### config.mk
export PLATFORM = sky130hd
export DESIGN_NAME = pe_stream_fifo
export DESIGN_NICKNAME = d
export VERILOG_FILES = /design/src/rtl/pe_stream_fifo.sv
export SDC_FILE = /design/constraint.sdc
export NUM_CORES = 1
export LEC_CHECK = 0
export CAP_MARGIN = 20
export CELL_PAD_IN_SITES_DETAIL_PLACEMENT = 0
export CELL_PAD_IN_SITES_GLOBAL_PLACEMENT = 1
export CORE_MARGIN = 2
export CORE_UTILIZATION = 50
export DETAILED_ROUTE_END_ITERATION = 12
export GPL_TIMING_DRIVEN = 0
export PLACE_DENSITY_LB_ADDON = 0.1
export SYNTH_ARGS = -nofsm -noshare
export SYNTH_HDL_FRONTEND = slang
export SYNTH_SLANG_ARGS = --single-unit
### constraint.sdc
create_clock -name clk -period 6.3 [get_ports clk]
set_input_delay 1.26 -clock clk [delete_from_list [all_inputs] [get_ports clk]]
set_output_delay 1.26 -clock clk [all_outputs]
set_load 0.01 [all_outputs]
### src/rtl/pe_stream_fifo.sv
// Synchronous stream FIFO for the PE input path: registered read data, occupancy
// status and sticky overflow/underflow flags. Define PE_FIFO_ALMOST_EN to build almost_full.
module pe_stream_fifo #(
    parameter int DATA_WIDTH = 16,
    parameter int ADDR_WIDTH = 4,
    parameter int AF_LEVEL   = 12
) (
    input  logic                  clk,
    input  logic                  reset,
    input  logic                  push,
    input  logic [DATA_WIDTH-1:0] din,
    input  logic                  pop,
    input  logic                  err_clear,
    output logic [DATA_WIDTH-1:0] dout,
    output logic                  dout_valid,
    output logic                  full,
    output logic                  empty,
    output logic [ADDR_WIDTH:0]   count,
    output logic                  almost_full,
    output logic                  overflow,
    output logic                  underflow
);

    localparam int                  DEPTH    = 1 << ADDR_WIDTH;
    localparam logic [ADDR_WIDTH:0] DEPTH_C  = (ADDR_WIDTH + 1)'(DEPTH);
    localparam logic [ADDR_WIDTH:0] CNT_ONE  = (ADDR_WIDTH + 1)'(1);
    localparam logic [ADDR_WIDTH:0] CNT_ZERO = (ADDR_WIDTH + 1)'(0);
    localparam logic [ADDR_WIDTH-1:0] PTR_ONE  = ADDR_WIDTH'(1);
    localparam logic [ADDR_WIDTH-1:0] PTR_ZERO = ADDR_WIDTH'(0);

    logic [DATA_WIDTH-1:0] mem_r [DEPTH];
    logic [ADDR_WIDTH-1:0] wr_ptr_r;
    logic [ADDR_WIDTH-1:0] rd_ptr_r;
    logic [ADDR_WIDTH:0]   count_r;
    logic [DATA_WIDTH-1:0] dout_r;
    logic                  dout_valid_r;
    logic                  overflow_r;
    logic                  underflow_r;
    logic                  full_s;
    logic                  empty_s;
    logic                  push_ok_s;
    logic                  pop_ok_s;

    assign full_s  = (count_r == DEPTH_C);
    assign empty_s = (count_r == CNT_ZERO);

    // A push at full is still accepted when a pop frees the oldest slot in the same cycle.
    assign push_ok_s = push & (~full_s | pop);
    assign pop_ok_s  = pop & ~empty_s;

    // Storage array; contents are deliberately left unreset.
    always_ff @(posedge clk) begin
        if (push_ok_s) begin
            mem_r[wr_ptr_r] <= din;
        end
    end

    // Pointers and occupancy counter.
    always_ff @(posedge clk or posedge reset) begin
        if (reset) begin
            wr_ptr_r <= PTR_ZERO;
            rd_ptr_r <= PTR_ZERO;
            count_r  <= CNT_ZERO;
        end else begin
            if (push_ok_s) begin
                wr_ptr_r <= wr_ptr_r + PTR_ONE;
            end
            if (pop_ok_s) begin
                rd_ptr_r <= rd_ptr_r + PTR_ONE;
            end
            case ({push_ok_s, pop_ok_s})
                2'b10:   count_r <= count_r + CNT_ONE;
                2'b01:   count_r <= count_r - CNT_ONE;
                default: count_r <= count_r;
            endcase
        end
    end

    // Registered read port; dout holds unless a pop is accepted.
    always_ff @(posedge clk or posedge reset) begin
        if (reset) begin
            dout_r       <= {DATA_WIDTH{1'b0}};
            dout_valid_r <= 1'b0;
        end else begin
            dout_valid_r <= pop_ok_s;
            if (pop_ok_s) begin
                dout_r <= mem_r[rd_ptr_r];
            end
        end
    end

    // Sticky error flags: a new error in the clearing cycle wins over err_clear.
    always_ff @(posedge clk or posedge reset) begin
        if (reset) begin
            overflow_r  <= 1'b0;
            underflow_r <= 1'b0;
        end else begin
            overflow_r  <= (push & ~push_ok_s) | (overflow_r & ~err_clear);
            underflow_r <= (pop & empty_s) | (underflow_r & ~err_clear);
        end
    end

`ifdef PE_FIFO_ALMOST_EN
    localparam logic [ADDR_WIDTH:0] AF_C = (ADDR_WIDTH + 1)'(AF_LEVEL);
    assign almost_full = (count_r >= AF_C);
`else
    assign almost_full = 1'b0;
    // Threshold is irrelevant in this build; the empty block only keeps it referenced.
    if (AF_LEVEL > DEPTH) begin : g_af_level_unreachable
    end
`endif

    assign dout       = dout_r;
    assign dout_valid = dout_valid_r;
    assign full       = full_s;
    assign empty      = empty_s;
    assign count      = count_r;
    assign overflow   = overflow_r;
    assign underflow  = underflow_r;

endmodule

Word-level counts from Yosys, hierarchy flattened
Memories as Yosys holds them, arrays and structs flattened. A register that Yosys moved wholly into a read port is not among the register bits.
Cells that the tools add are included.
Storage, ports and cells
  bits in registers: 16
  memory bits (writable): 256
  input port bits: 21
  logic and storage cells: 32
  memories: 1
Memories
  mem_r: words 16, width 16, rd ports 1, clocked after Yosys merged registers in 1, write ports 1, line 31  | logic [DATA_WIDTH-1:0] mem_r [DEPTH];
Cells by class
  $add $sub $neg: 4
  eq/ne operators: 3
  mux-type cells: 3
  bitwise gates (word level): 13
  reduce and logical (&&, ||, !) cells: 2
Operator list (number)
  $pmux W5 S2: 1
  $add A4 B1 Y4 const B: 2
  $and A1 B1 Y1: 6
  $add A5 B1 Y5 const B: 1
  $eq A5 B5 Y1 const B: 1
  $logic_not A5 Y1: 1
  $sub A5 B1 Y5 const B: 1
  $not A1 Y1: 4
  $or A1 B1 Y1: 3
  $eq A2 B1 Y1 const B: 1
  $eq A2 B2 Y1 const B: 1
  $mux W1: 2
  $reduce_bool A2 Y1: 1

Logic depth before layout (Yosys ltp)
  word-level depth: 7
  gate-level depth with buffers: 13

Worst setup path before layout
No wires, ideal clock.
  kind: input -> register
  start: input port pop
  end: register count_r[4], in the netlist count[4]
  data arrival time: 3031 ps
  required time: 6177 ps
  path slack: 3146 ps
  cell stages on the path: 10
  cell sequence: o31a_1 inv_1 ha_1 clkbuf_1 xor2_1 ha_1 o211a_1 o31ai_1 a31oi_1 xnor2_1
Between the ends
  word-level cells in the longest chain between the ends: 4
Ends and longest elaborated chain
  from (decl): line 12  | input logic pop,
  $or A1 B1 Y1: line 48  | assign push_ok_s = push & (~full_s | pop);
  $and A1 B1 Y1: line 48
  $eq A2 B1 Y1 or $eq A2 B2 Y1 (tied branches): line 71  | case ({push_ok_s, pop_ok_s})
  $pmux W5 S2 or $reduce_bool A2 Y1 (tied branches)
  to (signal assigned): line 72  | 2'b10: count_r <= count_r + CNT_ONE;
  to (signal assigned): line 73  | 2'b01: count_r <= count_r - CNT_ONE;
  to (signal assigned): line 74  | default: count_r <= count_r;
  to (decl): line 34  | logic [ADDR_WIDTH:0] count_r;
Parallel ways exist; a longest one is shown, timed or not.
A chain may end at the register's enable or synchronous reset.

Worst setup path after layout
  start: register count_r[1], in the netlist count[1]
  end: output port empty
Between the ends
  word-level cells in the longest chain between the ends: 1
Ends and longest elaborated chain
  $logic_not A5 Y1: line 45  | assign empty_s = (count_r == CNT_ZERO);
  to (decl): line 17  | output logic empty,
Every way passes these cells.

==> metrics.txt <==
number of antenna cells inserted 0; critical path's most frequent cell sky130_fd_sc_hd__buf_6; pwr dens 441 nW/um^2; post-route DRC violation count 0; type of the worst min-delay path flop to flop; growth of design area from synthesis to finish 17.0%; share of cells above drive strength 1 22.3%; share of flip-flops with an asynchronous set or reset 11.1%; global router's overall resource usage 20.9%; count of unique library cells instantiated by Yosys 42; minimum clock period after layout 3.67 ns; final wirelength 24.0 mm; H-tree depth reported by CTS 1; count of routing violations after the opening detailed-route iteration 388; synthesized flop and latch total 288; Core Area 22000 um^2; IO Pins 48; hold-fix buffers at CTS 0; register clock-pin slew on the reported worst setup and hold paths 0.06 ns; count of buffering cells on the critical path with inverters included 3; crit start category flop; start-to-end type of the worst setup path flop to output port; TritonCTS clock tree done; Avg Vias per Cell 5.93; ordered list of cells on the worst path buf_6, or4_4, buf_6, nor2_1, clkdlybuf4s50_1; Remaining Overflow, GRT 0; arrival time at the worst endpoint 2.41 ns; first-pass GRT wire length 35.7 mm; crit end category output port; Most used DFF post-synth sky130_fd_sc_hd__edfxtp_1; post-cts repair resize count 0; Net Count, Synth 562; maximum operating frequency 273 MHz; final total negative setup slack 0 ns; final-layout worst hold slack 0.489 ns; fin. max-slew vios 0; y dimension of the die 154 um; PortBufs 46; count of nets after finishing 649; number of warning messages in the yosys log 0; iteration count of the initial detailed-routing pass 5; Max Fanout on Critical Path 8; maximum clock skew at final layout 0.0124 ns; fraction of the cycle the final worst path needs 58.2%; synthesized instance count 532; clock buffer depth 3; largest vdd supply drop 0.277 mV; P_leak 4.42 nW; TritonCTS Buffers 29; status finished clean; post-synthesis sequential area ratio 75.2%; Mean Syn Cell Area 21.2 um^2; vias in the first global route 5793; worst-path cell with the longest stage delay sky130_fd_sc_hd__clkdlybuf4s50_1; clock net sink count 288; maximum number of pins on one net before global-route repair 33; number of post-CTS setup repair buffers 0; post-synthesis instance area 11300 um^2; number of nets still failing antenna checks after routing 0; x dimension of the die 154 um; number of vias in the routed layout 5466; number of antenna violations at the first check in global routing 0; CP required 5.04 ns; delay of the slowest cell on the worst path 0.56 ns; clock latency at the later pin of the worst-skew pair 0.54 ns; Die Area 23800 um^2; final hold violations 0; starting utilization of the core area 51.4%; Std-Cell Rows 54; GP Congestion 0.772; fill cell total of the finished layout 1583; RSZ-0062 raised after global routing false; wire length per cell 26.1 um; worst max-slew margin expressed relative to the limit 24.3%; Post-synth EDFFs 256; number of setup violations in the final report 0; clock tree root buffer cell sky130_fd_sc_hd__clkbuf_16; Largest delay share family, worst path buffers and inverters; max capacitance violation total 0; slew at the pin closest to its max-slew limit 1.14 ns; half-perimeter wire length of the detailed placement result 14.0 mm
## worst min-delay path: cells and delay by family (launching register included)
| family | cells | cell delay, ns |
|---|---|---|
| compound gates | 1 | 0.05 |
| simple gates | 1 | 0.06 |
| flops | 1 | 0.34 |
## per-stage QoR
stage	instances	utilization, %	total power [mW]	instance area, um^2	setup WS, ns
4_1_cts	913	59.5	5.85	13100	2.59
3_5_place_dp	860	55.3	4.21	12100	2.22
2_1_floorplan	532	-	3.60	11300	3.15
5_1_grt	921	60.1	6.07	13200	2.51
3_3_place_gp	858	55.1	4.16	12100	2.26
6_report	921	60.1	5.82	13200	2.63
## cells in the mapped netlist (2+ instances only)
| cell type | n | area (um^2) |
|---|---|---|
| sky130_fd_sc_hd__a21oi_1 | 3 | 15.0 |
| sky130_fd_sc_hd__a22o_1 | 2 | 17.5 |
| sky130_fd_sc_hd__and2_1 | 16 | 100 |
| sky130_fd_sc_hd__buf_1 | 3 | 11.3 |
| sky130_fd_sc_hd__buf_2 | 7 | 35.0 |
| sky130_fd_sc_hd__buf_6 | 4 | 45.0 |
| sky130_fd_sc_hd__clkbuf_1 | 12 | 45.0 |
| sky130_fd_sc_hd__dfrtp_1 | 32 | 801 |
| sky130_fd_sc_hd__edfxtp_1 | 256 | 7690 |
| sky130_fd_sc_hd__ha_1 | 9 | 113 |
| sky130_fd_sc_hd__inv_1 | 7 | 26.3 |
| sky130_fd_sc_hd__mux2i_1 | 32 | 320 |
| sky130_fd_sc_hd__mux4_2 | 64 | 1440 |
| sky130_fd_sc_hd__nand2_1 | 25 | 93.8 |
| sky130_fd_sc_hd__nand4_1 | 2 | 12.5 |
| sky130_fd_sc_hd__nor2_1 | 4 | 15.0 |
| sky130_fd_sc_hd__nor3_1 | 2 | 10.0 |
| sky130_fd_sc_hd__nor3b_1 | 3 | 22.5 |
| sky130_fd_sc_hd__o21ai_0 | 4 | 20.0 |
| sky130_fd_sc_hd__o221ai_1 | 7 | 61.3 |
| sky130_fd_sc_hd__o221ai_2 | 9 | 135 |
| sky130_fd_sc_hd__xnor2_1 | 7 | 61.3 |
| sky130_fd_sc_hd__xor2_1 | 3 | 26.3 |
## per-layer routing
layer | part of all wire [%] | vias to the layer above | GRT usage (%)
met5 | 0 | - | 0
li1 | - | 2353 | -
met3 | 4.6 | 31 | 3.25
met4 | 1.8 | 0 | 5.74
met2 | 53 | 146 | 37.0
met1 | 41 | 2936 | 27.1
## registers in the layout, summed over array words and instances, names as in the netlist
signal / cells
mem_r: 256
dout_valid: 1
underflow: 1
rd_ptr_r: 4
overflow: 1
dout: 16
count: 5
wr_ptr_r: 4
## logic make-up (layout without fill, tap and decap cells)
group / count (synthesis) / after routing / share of synthesized area (%)
flops: 288 / 288 / 75.2
xor+xnor: 10 / 10 / 0.776
other cells: 1 / 1 / 0.0332
simple gates: 59 / 59 / 2.73
fa+ha+maj: 9 / 9 / 0.998
mux: 97 / 97 / 15.7
compound gates: 32 / 32 / 2.78
buf+inv: 36 / 145 / 1.74
## cells in the final DEF (no fill, tap or decap), drive strengths merged, types with 2 or more instances in the layout
cell           synthesis  final
a21oi                  3      3
xnor2                  7      7
xor2                   3      3
bufinv                 0      2
clkinv                 0     11
and2                  16     16
inv                    8      9
dfrtp                 32     32
buf                   16     26
nand4                  2      2
clkbuf                12     50
nor3b                  3      3
mux2i                 32     32
nor3                   2      2
o221ai                16     16
nor2                   4      4
nand2b                 2      2
nand2                 26     26
o21ai                  5      5
clkdlybuf4s50          0     46
a22o                   2      2
ha                     9      9
edfxtp               256    256
mux4                  64     64
## path summary, 6_finish.rpt
kind	startpoint	endpoint	slack (ns)	cells after the start
min in group asynchronous	reset	dout[1]$_DFFE_PP0P_	1.22	2
min reg2reg	dout[6]$_DFFE_PP0P_	dout[6]$_DFFE_PP0P_	0.49	2
max reg2reg	count[1]$_DFFE_PP0P_	count[4]$_DFFE_PP0P_	2.94	13
max	count[1]$_DFFE_PP0P_	empty	2.63	5
max in group asynchronous	reset	dout[8]$_DFFE_PP0P_	4.53	2
min	dout[6]$_DFFE_PP0P_	dout[6]$_DFFE_PP0P_	0.49	2
## area by class of cell
cell class	count	area [um^2]	area share, %
timing repair buffer	56	657	4.98
buffer	28	164	1.24
sequential	288	8490	64.3
clock inverter	15	123	0.929
clock buffer	38	790	5.98
inverter	8	32.5	0.246
multi-input combinational	208	2600	19.7
tap	280	350	2.65
## power by group
group	internal (mW)	switching, mW
Combinational	0.830	0.897
Clock	0.958	0.677
Sequential	2.35	0.108
Total	4.14	1.68
Note: power is estimated with default switching activity, not from simulation.
